<file path="config.mk">
export PLATFORM = sky130hd
export DESIGN_NAME = led_pattern_gen
export DESIGN_NICKNAME = d
export VERILOG_FILES = /design/src/rtl/led_pattern_gen.sv
export SDC_FILE = /design/constraint.sdc
export NUM_CORES = 1
export LEC_CHECK = 0
export BUFFER_PORTS_ARGS = -buffer_cell sky130_fd_sc_hd__buf_4
export CAP_MARGIN = 20
export CORE_ASPECT_RATIO = 1.1
export CORE_MARGIN = 2
export CORE_UTILIZATION = 45
export DETAILED_ROUTE_END_ITERATION = 12
export GPL_TIMING_DRIVEN = 1
export PLACE_DENSITY = 0.65
export SLEW_MARGIN = 20
export SYNTH_ARGS = -nofsm -noshare
export SYNTH_HDL_FRONTEND = slang
export SYNTH_SLANG_ARGS = --single-unit
</file>
<file path="constraint.sdc">
create_clock -name clk -period 5.3 [get_ports clk]
set_clock_uncertainty 0.15 [all_clocks]
set_input_delay 0.265 -clock clk [delete_from_list [all_inputs] [get_ports clk]]
set_output_delay 0.265 -clock clk [all_outputs]
set_load 0.005 [all_outputs]
</file>
<file path="src/rtl/led_pattern_gen.sv">
// led_pattern_gen: N-LED status pattern generator (shift, bounce, fill, count, blink) advanced by a
// clock-enable prescaler or single-step. Define LED_PWM_EN to add a 4-bit PWM brightness gate.
module led_pattern_gen #(
  parameter int N_LED = 4,
  parameter int DIV   = 12500000,
  parameter int DIV_W = 24
) (
  input  logic             clk,
  input  logic             nrst,
  input  logic             run,
  input  logic             step,
  input  logic [2:0]       mode,
  input  logic             dir,
  input  logic [3:0]       duty,
  output logic [N_LED-1:0] led,
  output logic             tick
);

  localparam logic [2:0]       M_SHIFT  = 3'd0;
  localparam logic [2:0]       M_BOUNCE = 3'd1;
  localparam logic [2:0]       M_FILL   = 3'd2;
  localparam logic [2:0]       M_COUNT  = 3'd3;
  localparam logic [2:0]       M_BLINK  = 3'd4;
  localparam logic [2:0]       M_RESET  = 3'b111;
  localparam logic [DIV_W-1:0] CNT_LAST = DIV_W'(DIV - 1);
  localparam logic [DIV_W-1:0] CNT_ONE  = DIV_W'(1);
  localparam logic [N_LED-1:0] PAT_LSB  = N_LED'(1);
  localparam logic [N_LED-1:0] PAT_MSB  = PAT_LSB << (N_LED - 1);

  typedef enum logic {B_UP = 1'b0, B_DOWN = 1'b1} bounce_t;

  logic [DIV_W-1:0] cnt, cnt_nxt;
  logic [N_LED-1:0] pattern, pat_nxt, pat_init, pat_adv, led_nxt;
  logic [2:0]       mode_q;
  bounce_t          bdir, bdir_nxt, bdir_adv;
  logic             wrap, adv, reload, tick_nxt;

  always_comb begin
    pat_init = '0;
    case (mode)
      M_SHIFT:  pat_init = dir ? PAT_MSB : PAT_LSB;
      M_BOUNCE: pat_init = PAT_LSB;
      default:  pat_init = '0;
    endcase
  end

  // Advance works on the loaded mode (mode_q); a differing mode input means a reload instead.
  always_comb begin
    pat_adv  = '0;
    bdir_adv = bdir;
    case (mode_q)
      M_SHIFT: begin
        if (dir) pat_adv = {pattern[0], pattern[N_LED-1:1]};
        else     pat_adv = {pattern[N_LED-2:0], pattern[N_LED-1]};
      end
      M_BOUNCE: begin
        if (bdir == B_UP) begin
          if (pattern[N_LED-1]) begin
            bdir_adv = B_DOWN;
            pat_adv  = pattern >> 1;
          end else begin
            pat_adv = pattern << 1;
          end
        end else begin
          if (pattern[0]) begin
            bdir_adv = B_UP;
            pat_adv  = pattern << 1;
          end else begin
            pat_adv = pattern >> 1;
          end
        end
      end
      M_FILL: begin
        if (&pattern) pat_adv = '0;
        else if (dir) pat_adv = {1'b1, pattern[N_LED-1:1]};
        else          pat_adv = {pattern[N_LED-2:0], 1'b1};
      end
      M_COUNT: pat_adv = dir ? (pattern - PAT_LSB) : (pattern + PAT_LSB);
      M_BLINK: pat_adv = ~pattern;
      default: pat_adv = '0;
    endcase
  end

  // A reload swallows any coincident advance: no tick, counter and bounce direction restart.
  always_comb begin
    wrap     = run && (cnt == CNT_LAST);
    adv      = step || wrap;
    reload   = (mode != mode_q);
    cnt_nxt  = cnt;
    pat_nxt  = pattern;
    bdir_nxt = bdir;
    tick_nxt = 1'b0;
    if (reload) begin
      cnt_nxt  = '0;
      pat_nxt  = pat_init;
      bdir_nxt = B_UP;
    end else if (adv) begin
      cnt_nxt  = '0;
      pat_nxt  = pat_adv;
      bdir_nxt = bdir_adv;
      tick_nxt = 1'b1;
    end else if (run) begin
      cnt_nxt = cnt + CNT_ONE;
    end
  end

`ifdef LED_PWM_EN
  logic [3:0] pwm_cnt;
  logic       pwm_en;

  assign pwm_en  = (duty == 4'hF) || (pwm_cnt < duty);
  assign led_nxt = pat_nxt & {N_LED{pwm_en}};

  always_ff @(posedge clk or negedge nrst) begin
    if (!nrst) pwm_cnt <= 4'd0;
    else       pwm_cnt <= pwm_cnt + 4'd1;
  end
`else
  logic unused_duty;

  assign unused_duty = ^duty;
  assign led_nxt     = pat_nxt;
`endif

  always_ff @(posedge clk or negedge nrst) begin
    if (!nrst) begin
      cnt     <= '0;
      pattern <= '0;
      led     <= '0;
      tick    <= 1'b0;
      mode_q  <= M_RESET;
      bdir    <= B_UP;
    end else begin
      cnt     <= cnt_nxt;
      pattern <= pat_nxt;
      led     <= led_nxt;
      tick    <= tick_nxt;
      mode_q  <= mode;
      bdir    <= bdir_nxt;
    end
  end

endmodule

</file>
# Yosys cells after proc, flatten, opt, wreduce, memory -nomap -nowiden
# Index checks and enable logic that the tools add are counted.
# W data, S select, Z words.
dict set report word_totals {
  inputBits 12
  elab_cells 48
  reg_bits 33
}
dict set report classes {
  n_reduce_logical 9
  eq_ne 7
  bitwise_logic 1
  addsub 3
  n_mux 23
}
# op n
set op_table {}
lappend op_table {{$mux W24} 3}
lappend op_table {{$mux W4} 10}
lappend op_table {{$add A24 B1 Y24 const B} 1}
lappend op_table {{$eq A24 B24 Y1 const B} 1}
lappend op_table {{$pmux W4 S5} 1}
lappend op_table {{$mux W1} 8}
lappend op_table {{$pmux W4 S2} 1}
lappend op_table {{$eq A3 B1 Y1 const B} 2}
lappend op_table {{$eq A3 B2 Y1 const B} 2}
lappend op_table {{$logic_not A3 Y1} 2}
lappend op_table {{$add A4 B1 Y4 const B} 1}
lappend op_table {{$not A4 Y4} 1}
lappend op_table {{$reduce_and A4 Y1} 1}
lappend op_table {{$reduce_bool A2 Y1} 2}
lappend op_table {{$sub A4 B1 Y4 const B} 1}
lappend op_table {{$eq A3 B3 Y1 const B} 1}
lappend op_table {{$ne A3 B3 Y1} 1}
lappend op_table {{$reduce_bool A3 Y1} 1}
lappend op_table {{$reduce_and A2 Y1} 1}
lappend op_table {{$logic_and A1 B1 Y1} 1}
lappend op_table {{$logic_or A1 B1 Y1} 1}

# Depth between registers and ports, before layout
# Gate-level depths: netlist of the first run.
dict set report depth {
  depth_word 5
  mapped_depth 8
  mapped_depth_nobuf 7
}

# Worst setup path before layout of the first run
# Ideal clock, no wire load.
dict set report synth_path {
  path_type {register -> register}
  startpoint {register cnt[0]}
  endpoint {register cnt[16]}
  path_buffers 0
  stages_incl_launch_ff 7
  synth_period_minus_slack_ns 1.922
  arrival_time_ns 1.651
  setup_time_ns 0.121
  slack_ns 3.378
  cell_sequence {dfrtp_1 -> ha_1 -> nand4_1 -> or4_2 -> nor2_1 -> xnor2_1 -> nor2_1}
}
dict set report synth_between {
  elab_chain_cells 5
}
# element line
set synth_lines {}
lappend synth_lines {{from (decl)} 32} ;# logic [DIV_W-1:0] cnt, cnt_nxt;
lappend synth_lines {{from (signal assigned)} 134} ;# cnt <= cnt_nxt;
lappend synth_lines {{branches (longest 5 deep; another with $add A24 B1 Y24)} --}
# Several ways; the timed one is not identified. The select of a mux whose other input is x is not followed.
# A chain may end at the register's enable or synchronous reset.

# Final worst setup path of the first run
dict set report layout_path {
  startpoint {register cnt[0]}
  endpoint {register pattern[3]}
}
dict set report layout_between {
  elab_chain_cells 4
}
# element line
set layout_lines {}
lappend layout_lines {{$eq A24 B24 Y1} 86} ;# wrap = run && (cnt == CNT_LAST);
lappend layout_lines {{$logic_and A1 B1 Y1} 86}
lappend layout_lines {{$logic_or A1 B1 Y1} 87} ;# adv = step || wrap;
lappend layout_lines {{$reduce_bool A2 Y1 (no source line)} --}
lappend layout_lines {{to (signal assigned)} 135} ;# pattern <= pat_nxt;
lappend layout_lines {{to (decl)} 33} ;# logic [N_LED-1:0] pattern, pat_nxt, pat_init, pat_adv, led_nxt;
# No other way between the ends.

==> flow_metrics.env, run 1 <==
export IMPL_met3WireLength_um=161
export IMPL_synth_top_area_share=0.373
export IMPL_finalSetupViolations=0
export IMPL_relSlewSlack=0.357
export IMPL_ys_types=47
export IMPL_cellPowerDensity_mw_per_mm2=228
export IMPL_synthesis_nets=240
export IMPL_critPathKind="register to register"
export IMPL_drv_slew=0
export IMPL_synth_top_family_by_area="simple AND/OR/NAND/NOR gates"
export IMPL_grt_overflow=0
export IMPL_portBuffers=12
export IMPL_diodes=0
export IMPL_hold_violations=0
export IMPL_wl_per_cell_um=14.1
export IMPL_clockBufferDepth=2
export IMPL_synth_edf_count=0
export IMPL_synth_xor_area_frac=0.122
export IMPL_synth_compound_area_frac=0.0914
export IMPL_syn_cell_area_mm2=0.00201
export IMPL_crit_fanout=28
export IMPL_cts_root_buffer="clkbuf_8"
export IMPL_outcome="complete, no violations"
export IMPL_final_util=0.531
export IMPL_drtIter0Drc=61
export IMPL_vias=1629
export IMPL_reg2reg_setup_slack_ps=2610
export IMPL_synth_warning_count=0
export IMPL_drc=0
export IMPL_tns_ps=0
export IMPL_cts_setup_buffers=0
export IMPL_grt_max_degree=34
export IMPL_hp_class="input pin to register"
export IMPL_rows=25
export IMPL_holdPathEnd="cnt[0]"
export IMPL_cp_start_kind="register"
export IMPL_antenna_found_initial=0
export IMPL_place_area_mm2=0.00213
export IMPL_start_util=0.470
export IMPL_dp_slack_ps=2590
export IMPL_place_gp_congestion=0.845
export IMPL_drt_met1_wl_um=2030
export IMPL_leakage_nw=0.901
export IMPL_yosysTopAreaCell="dfrtp_1"
export IMPL_area_growth_pct=13.1
export IMPL_cts_sinks=33
export IMPL_vdd_drop_max_mv=0.150
export IMPL_chipWidth_um=67.8
export IMPL_dieArea_mm2=0.00503
export IMPL_ant_nets=0
export IMPL_grt_pass1_vias=1505
export IMPL_arrival_ps=2720
export IMPL_hpwlAfterDp_um=2800
export IMPL_syn_inst=222
export IMPL_core_mm2=0.00429
export IMPL_ys_ff_latch=33
export IMPL_design_area_mm2=0.00228
export IMPL_drt_vias_per_instance=5.60
export IMPL_synth_fa_ha_area_frac=0.0410
export IMPL_wl_met2_um=1880
export IMPL_rr_worst_depth=6
export IMPL_worstHoldStart="run"
export IMPL_drv_cap=0
export IMPL_synth_simple_area_share=0.271
export IMPL_yosys_most_used_dff="dfrtp_1"
export IMPL_crit_path_end_kind="register"
export IMPL_rsz0062_at_grt="false"
export IMPL_h_tree_depth=2
export IMPL_grt_pass1_wl_um=7080
export IMPL_cp_required_ps=5330
export IMPL_finalWorstSetupSlack_ps=2610
export IMPL_drtPass1Iterations=4
export IMPL_stdcell_count=291
export IMPL_p_total_mw=0.518
export IMPL_fillers=413
export IMPL_ys_seq_area_frac=0.412
export IMPL_synth_area_per_cell_um2=9.07
export IMPL_whs_path_depth=3
export IMPL_synthMuxAreaShare=0.0261
export IMPL_worstReg2RegStart="cnt[0]"
export IMPL_cts_buffers=5
export IMPL_die_h_um=74.2
export IMPL_dp_cells=279
export IMPL_fin_nets=254
export IMPL_async_flop_share=1.00
export IMPL_insertion_delay_ps=290
export IMPL_clk_pin_slew_ps=70
export IMPL_top_layer_used="met4"
export IMPL_layout_drive_gt1_share=0.143
export IMPL_rr_endpoint="pattern[3]"
export IMPL_tightestPinTransition_ps=956
export IMPL_cts_tree="yes"
export IMPL_fin_crit_ps=2690
export IMPL_fin_hold_ws_ps=137
export IMPL_yosys_top_cells_area="dfrtp_1 (37%), nor2_1 (6.9%), xnor2_1 (6.5%)"
export IMPL_io_pins=17
export IMPL_min_period_over_period=0.507
export IMPL_grt_use_total=0.189
export IMPL_max_freq_mhz=372
export IMPL_postRouteWirelength_um=4110
-- synth_stat cells (2+ instances only) --
master	count
xor2_1	13
or3_1	2
xnor2_1	15
nor3_1	5
o22ai_1	3
and4_1	2
inv_1	10
o21ai_0	7
o221ai_1	2
ha_1	5
nor2b_1	4
nand4_1	9
nand2_1	19
buf_2	2
clkbuf_1	7
or2_2	3
nor4_1	3
o211ai_1	2
nor2_1	37
dfstp_2	3
a21oi_1	2
dfrtp_1	30
mux2_2	2
mux2i_1	3
nand3_1	10
-- what timing repair did --
item | in CTS | in global routing
resized for setup | 0 | 0
endpoints found under the hold margin | 33 | 0
endpoints found under the setup margin | 0 | 0
hold buffers | 4 | 0
-- cell usage in the layout (no fill, tap or decap), types with 2 or more instances in the layout --
cell type and n:
nand3_1 10, a21oi_1 2, xor2_1 13, o22ai_1 3, mux2_2 2, ha_1 5
nor3_1 5, nand2_1 19, nor2b_1 4, dfstp_2 3, dfrtp_1 30, nor4_1 3
o21ai_0 7, o211ai_1 2, buf_4 12, xnor2_1 15, nand4_1 9, nor2_1 37
dlygate4sd3_1 4, mux2i_1 3, or3_1 2, and4_1 2, clkbuf_8 7, or2_2 3
o221ai_1 2, inv_1 10
-- worst max path at each step --
stage / slack, ps / cells after the start / to / start
6_report: 2610 / 6 / pattern[3] / cnt[0]
5_1_grt: 2340 / 6 / pattern[3] / cnt[0]
4_1_cts: 2550 / 6 / pattern[3] / cnt[0]
3_5_place_dp: 2590 / 6 / pattern[3] / cnt[0]
3_3_place_gp: 2640 / 6 / pattern[3] / cnt[0]
2_1_floorplan: 3380 / 6 / cnt[16] / cnt[0]
-- logic make-up (layout without fill, tap and decap cells) --
| group | after synthesis | after routing |
|---|---|---|
| buf+inv | 19 | 34 |
| mux | 5 | 5 |
| simple gates | 105 | 105 |
| fa+ha+maj | 6 | 6 |
| flops | 33 | 33 |
| xor+xnor | 28 | 28 |
| compound gates | 26 | 26 |
-- report_power, final --
| group | internal, mW | switching (mW) | total, mW | leakage, nW |
|---|---|---|---|---|
| combinational | 0.0212 | 0.0260 | 0.0473 | 0.397 |
| sequential | 0.256 | 0.00772 | 0.263 | 0.449 |
| clock | 0.117 | 0.0898 | 0.207 | 0.0542 |
-- state kept, by name, indices dropped and copies added, names as in the netlist --
| register | count |
|---|---|
| bdir | 1 |
| cnt | 24 |
| mode_q | 3 |
| pattern | 4 |
| tick | 1 |
-- per-layer routing --
metal  vias to the layer above  track usage
met3                         4       0.0424
met2                        27        0.276
li1                        808            -
met1                       790        0.273
met4                         0       0.0733
met5                         -            0
-- final cells by class --
cell class	instances	area [um^2]	share of cell area
Multi-Input combinational cell	170	1110	0.488
Sequential cell	33	830	0.364
Timing Repair Buffer	16	130	0.0572
Clock buffer	7	96.3	0.0423
Tap cell	54	67.6	0.0297
Inverter	10	37.5	0.0165
Clock inverter	1	5.00	0.00220
-- worst max-delay path, cell delays in order (launching register included) --
cell and delay [ps]:
dfrtp_1 420, ha_1 220, nand4_1 170, nor2_1 110, a41oi_1 420, nand2_1 670, o221ai_1 430
No activity file was read; power rests on OpenSTA's default activity.
==> run 2, diff against run 1 <==
--- a/config.mk
+++ b/config.mk
@@ -12,7 +12,7 @@
 export CORE_UTILIZATION = 45
 export DETAILED_ROUTE_END_ITERATION = 12
 export GPL_TIMING_DRIVEN = 1
-export PLACE_DENSITY = 0.65
+export PLACE_DENSITY = 0.67
 export SLEW_MARGIN = 20
 export SYNTH_ARGS = -nofsm -noshare
 export SYNTH_HDL_FRONTEND = slang
==> constraint.sdc (replaced) <==
create_clock -name clk -period 2.3 [get_ports clk]
set_clock_uncertainty 0.15 [all_clocks]
set_input_delay 0.115 -clock clk [delete_from_list [all_inputs] [get_ports clk]]
set_output_delay 0.115 -clock clk [all_outputs]
set_load 0.005 [all_outputs]
==> run 2 against run 1 <==
- final area increased by 2.6%
- global-route usage increased by 0.51 points
- highest routed layer unchanged
- hold slack improved by 19 ps
- first-iteration DRC count increased by 120%
- critical path type unchanged
- largest power group unchanged
- die area unchanged
==> flow_metrics.env, run 2 (synthesis results as in run 1) <==
export IMPL_crit_path_end_kind="register"
export IMPL_chipWidth_um=67.8
export IMPL_relSlewSlack=0.627
export IMPL_max_freq_mhz=484
export IMPL_antenna_found_initial=0
export IMPL_drt_vias_per_instance=5.48
export IMPL_ant_nets=0
export IMPL_multi_input_area_mm2=0.00112
export IMPL_cts_setup_buffers=0
export IMPL_cp_start_kind="register"
export IMPL_grt_pass1_wl_um=7270
export IMPL_place_gp_congestion=0.815
export IMPL_critPathKind="register to register"
export IMPL_layout_drive_gt1_share=0.165
export IMPL_core_mm2=0.00429
export IMPL_vdd_drop_max_mv=0.337
export IMPL_drtPass1Iterations=4
export IMPL_hpwlAfterDp_um=2940
export IMPL_largest_reg_flops=24
export IMPL_cts_tree="yes"
export IMPL_diodes=0
export IMPL_tightestPinTransition_ps=554
export IMPL_mostFrequentLayoutCells="nor2_1 (36), dfrtp_1 (30), nand2_1 (19)"
export IMPL_fin_nets=260
export IMPL_dieArea_mm2=0.00503
export IMPL_biggestRegsByFlops="cnt x24, pattern x4, mode_q x3"
export IMPL_cts_sinks=33
export IMPL_cts_root_buffer="clkbuf_8"
export IMPL_grt_overflow=0
export IMPL_h_tree_depth=2
export IMPL_insertion_delay_ps=290
export IMPL_regMostFlops="cnt"
export IMPL_portBuffers=12
export IMPL_dp_cells=283
export IMPL_layout_commonest_cell="nor2_1"
export IMPL_drc=0
export IMPL_seqCellArea_um2=830
export IMPL_grt_pass1_vias=1540
export IMPL_rr_worst_depth=6
export IMPL_drv_slew=0
export IMPL_hp_class="input pin to asynchronous set/reset pin"
export IMPL_grt_use_total=0.194
export IMPL_die_h_um=74.2
export IMPL_area_growth_pct=16.0
export IMPL_rows=25
export IMPL_arrival_ps=2100
export IMPL_grt_max_degree=34
export IMPL_tns_ps=0
export IMPL_rsz0062_at_grt="false"
export IMPL_drtIter0Drc=136
export IMPL_cp_required_ps=2330
export IMPL_fin_crit_ps=2070
export IMPL_stdcell_count=297
export IMPL_clockBufferDepth=2
export IMPL_io_pins=17
export IMPL_clk_pin_slew_ps=70
export IMPL_fillers=368
export IMPL_vias=1629
export IMPL_hold_violations=0
export IMPL_crit_fanout=4
export IMPL_start_util=0.470
export IMPL_drv_cap=0
export IMPL_leakage_nw=0.929
export IMPL_wl_per_cell_um=14.2
export IMPL_postRouteWirelength_um=4210
export IMPL_cts_buffers=5
export IMPL_min_period_over_period=0.898
export IMPL_outcome="complete, no violations"
export IMPL_finalSetupViolations=0
export IMPL_cellPowerDensity_mw_per_mm2=517
## run 2: changes by cell type in the layout (fill, tap and decap cells not counted)
cell and delta:
dlygate4sd3_1 +2, nor2_2 +1, buf_4 +4, nor2_1 -1
a41oi_1 -1, a41oi_2 +1
## run 2: final timing paths
kind | from | end | slack [ps]
worst max register to register | cnt[0] | cnt[16] | 230
worst min register to register | cnt[15] | cnt[15] | 420
worst max-delay path | cnt[0] | cnt[16] | 230
max in group asynchronous | nrst | mode_q[1] | 1510
min in group clk | dir | pattern[3] | 230
worst min-delay path | nrst | cnt[8] | 160
## run 2: layer usage
metal | GRT usage | share of wire | vias up
li1 | - | - | 820
met1 | 0.275 | 0.50 | 777
met2 | 0.295 | 0.46 | 28
met3 | 0.0408 | 0.032 | 4
met4 | 0.0667 | 0.010 | 0
met5 | 0 | 0 | -
## run 2: cell type report
class	instances	area share
Sequential cell	33	0.355
Clock inverter	1	0.00214
Multi-Input combinational cell	170	0.479
Clock buffer	7	0.0412
Timing Repair Buffer	22	0.0771
Inverter	10	0.0161
Tap cell	54	0.0289
## run 2: what timing repair did
item                                    4_1_cts  5_1_grt
hold buffers                                  6        0
hold endpoints to repair                     39        0
resized for setup                             0        2
endpoints found under the setup margin        0       27
## run 2: per-stage QoR
stage          setup WS [ps]   util  hold slack, ps  total power, mW  cell area (um^2)
5_1_grt                 63.2  0.545             204             1.27              2340
6_report                 235  0.545             156             1.21              2340
3_3_place_gp             121  0.505           -72.2            0.726              2160
4_1_cts                 87.2  0.543             168             1.22              2330
2_1_floorplan            378      -            -331            0.677              2010
3_5_place_dp             107  0.505           -66.2            0.726              2160
## run 2: report_power, final
group          total (mW)  switching (mW)  leakage (nW)  internal [mW]
clock               0.484           0.213        0.0542          0.270
combinational       0.121          0.0655         0.425         0.0554
sequential          0.603          0.0142         0.449          0.589
total                1.21           0.293         0.929          0.915
## run 2: critical path: stages (launching register included)
cell,delay [ps]
dfrtp_1,400
ha_1,190
nand4_1,210
or4_2,680
nor2_1,150
xnor2_1,140
nor2_1,50
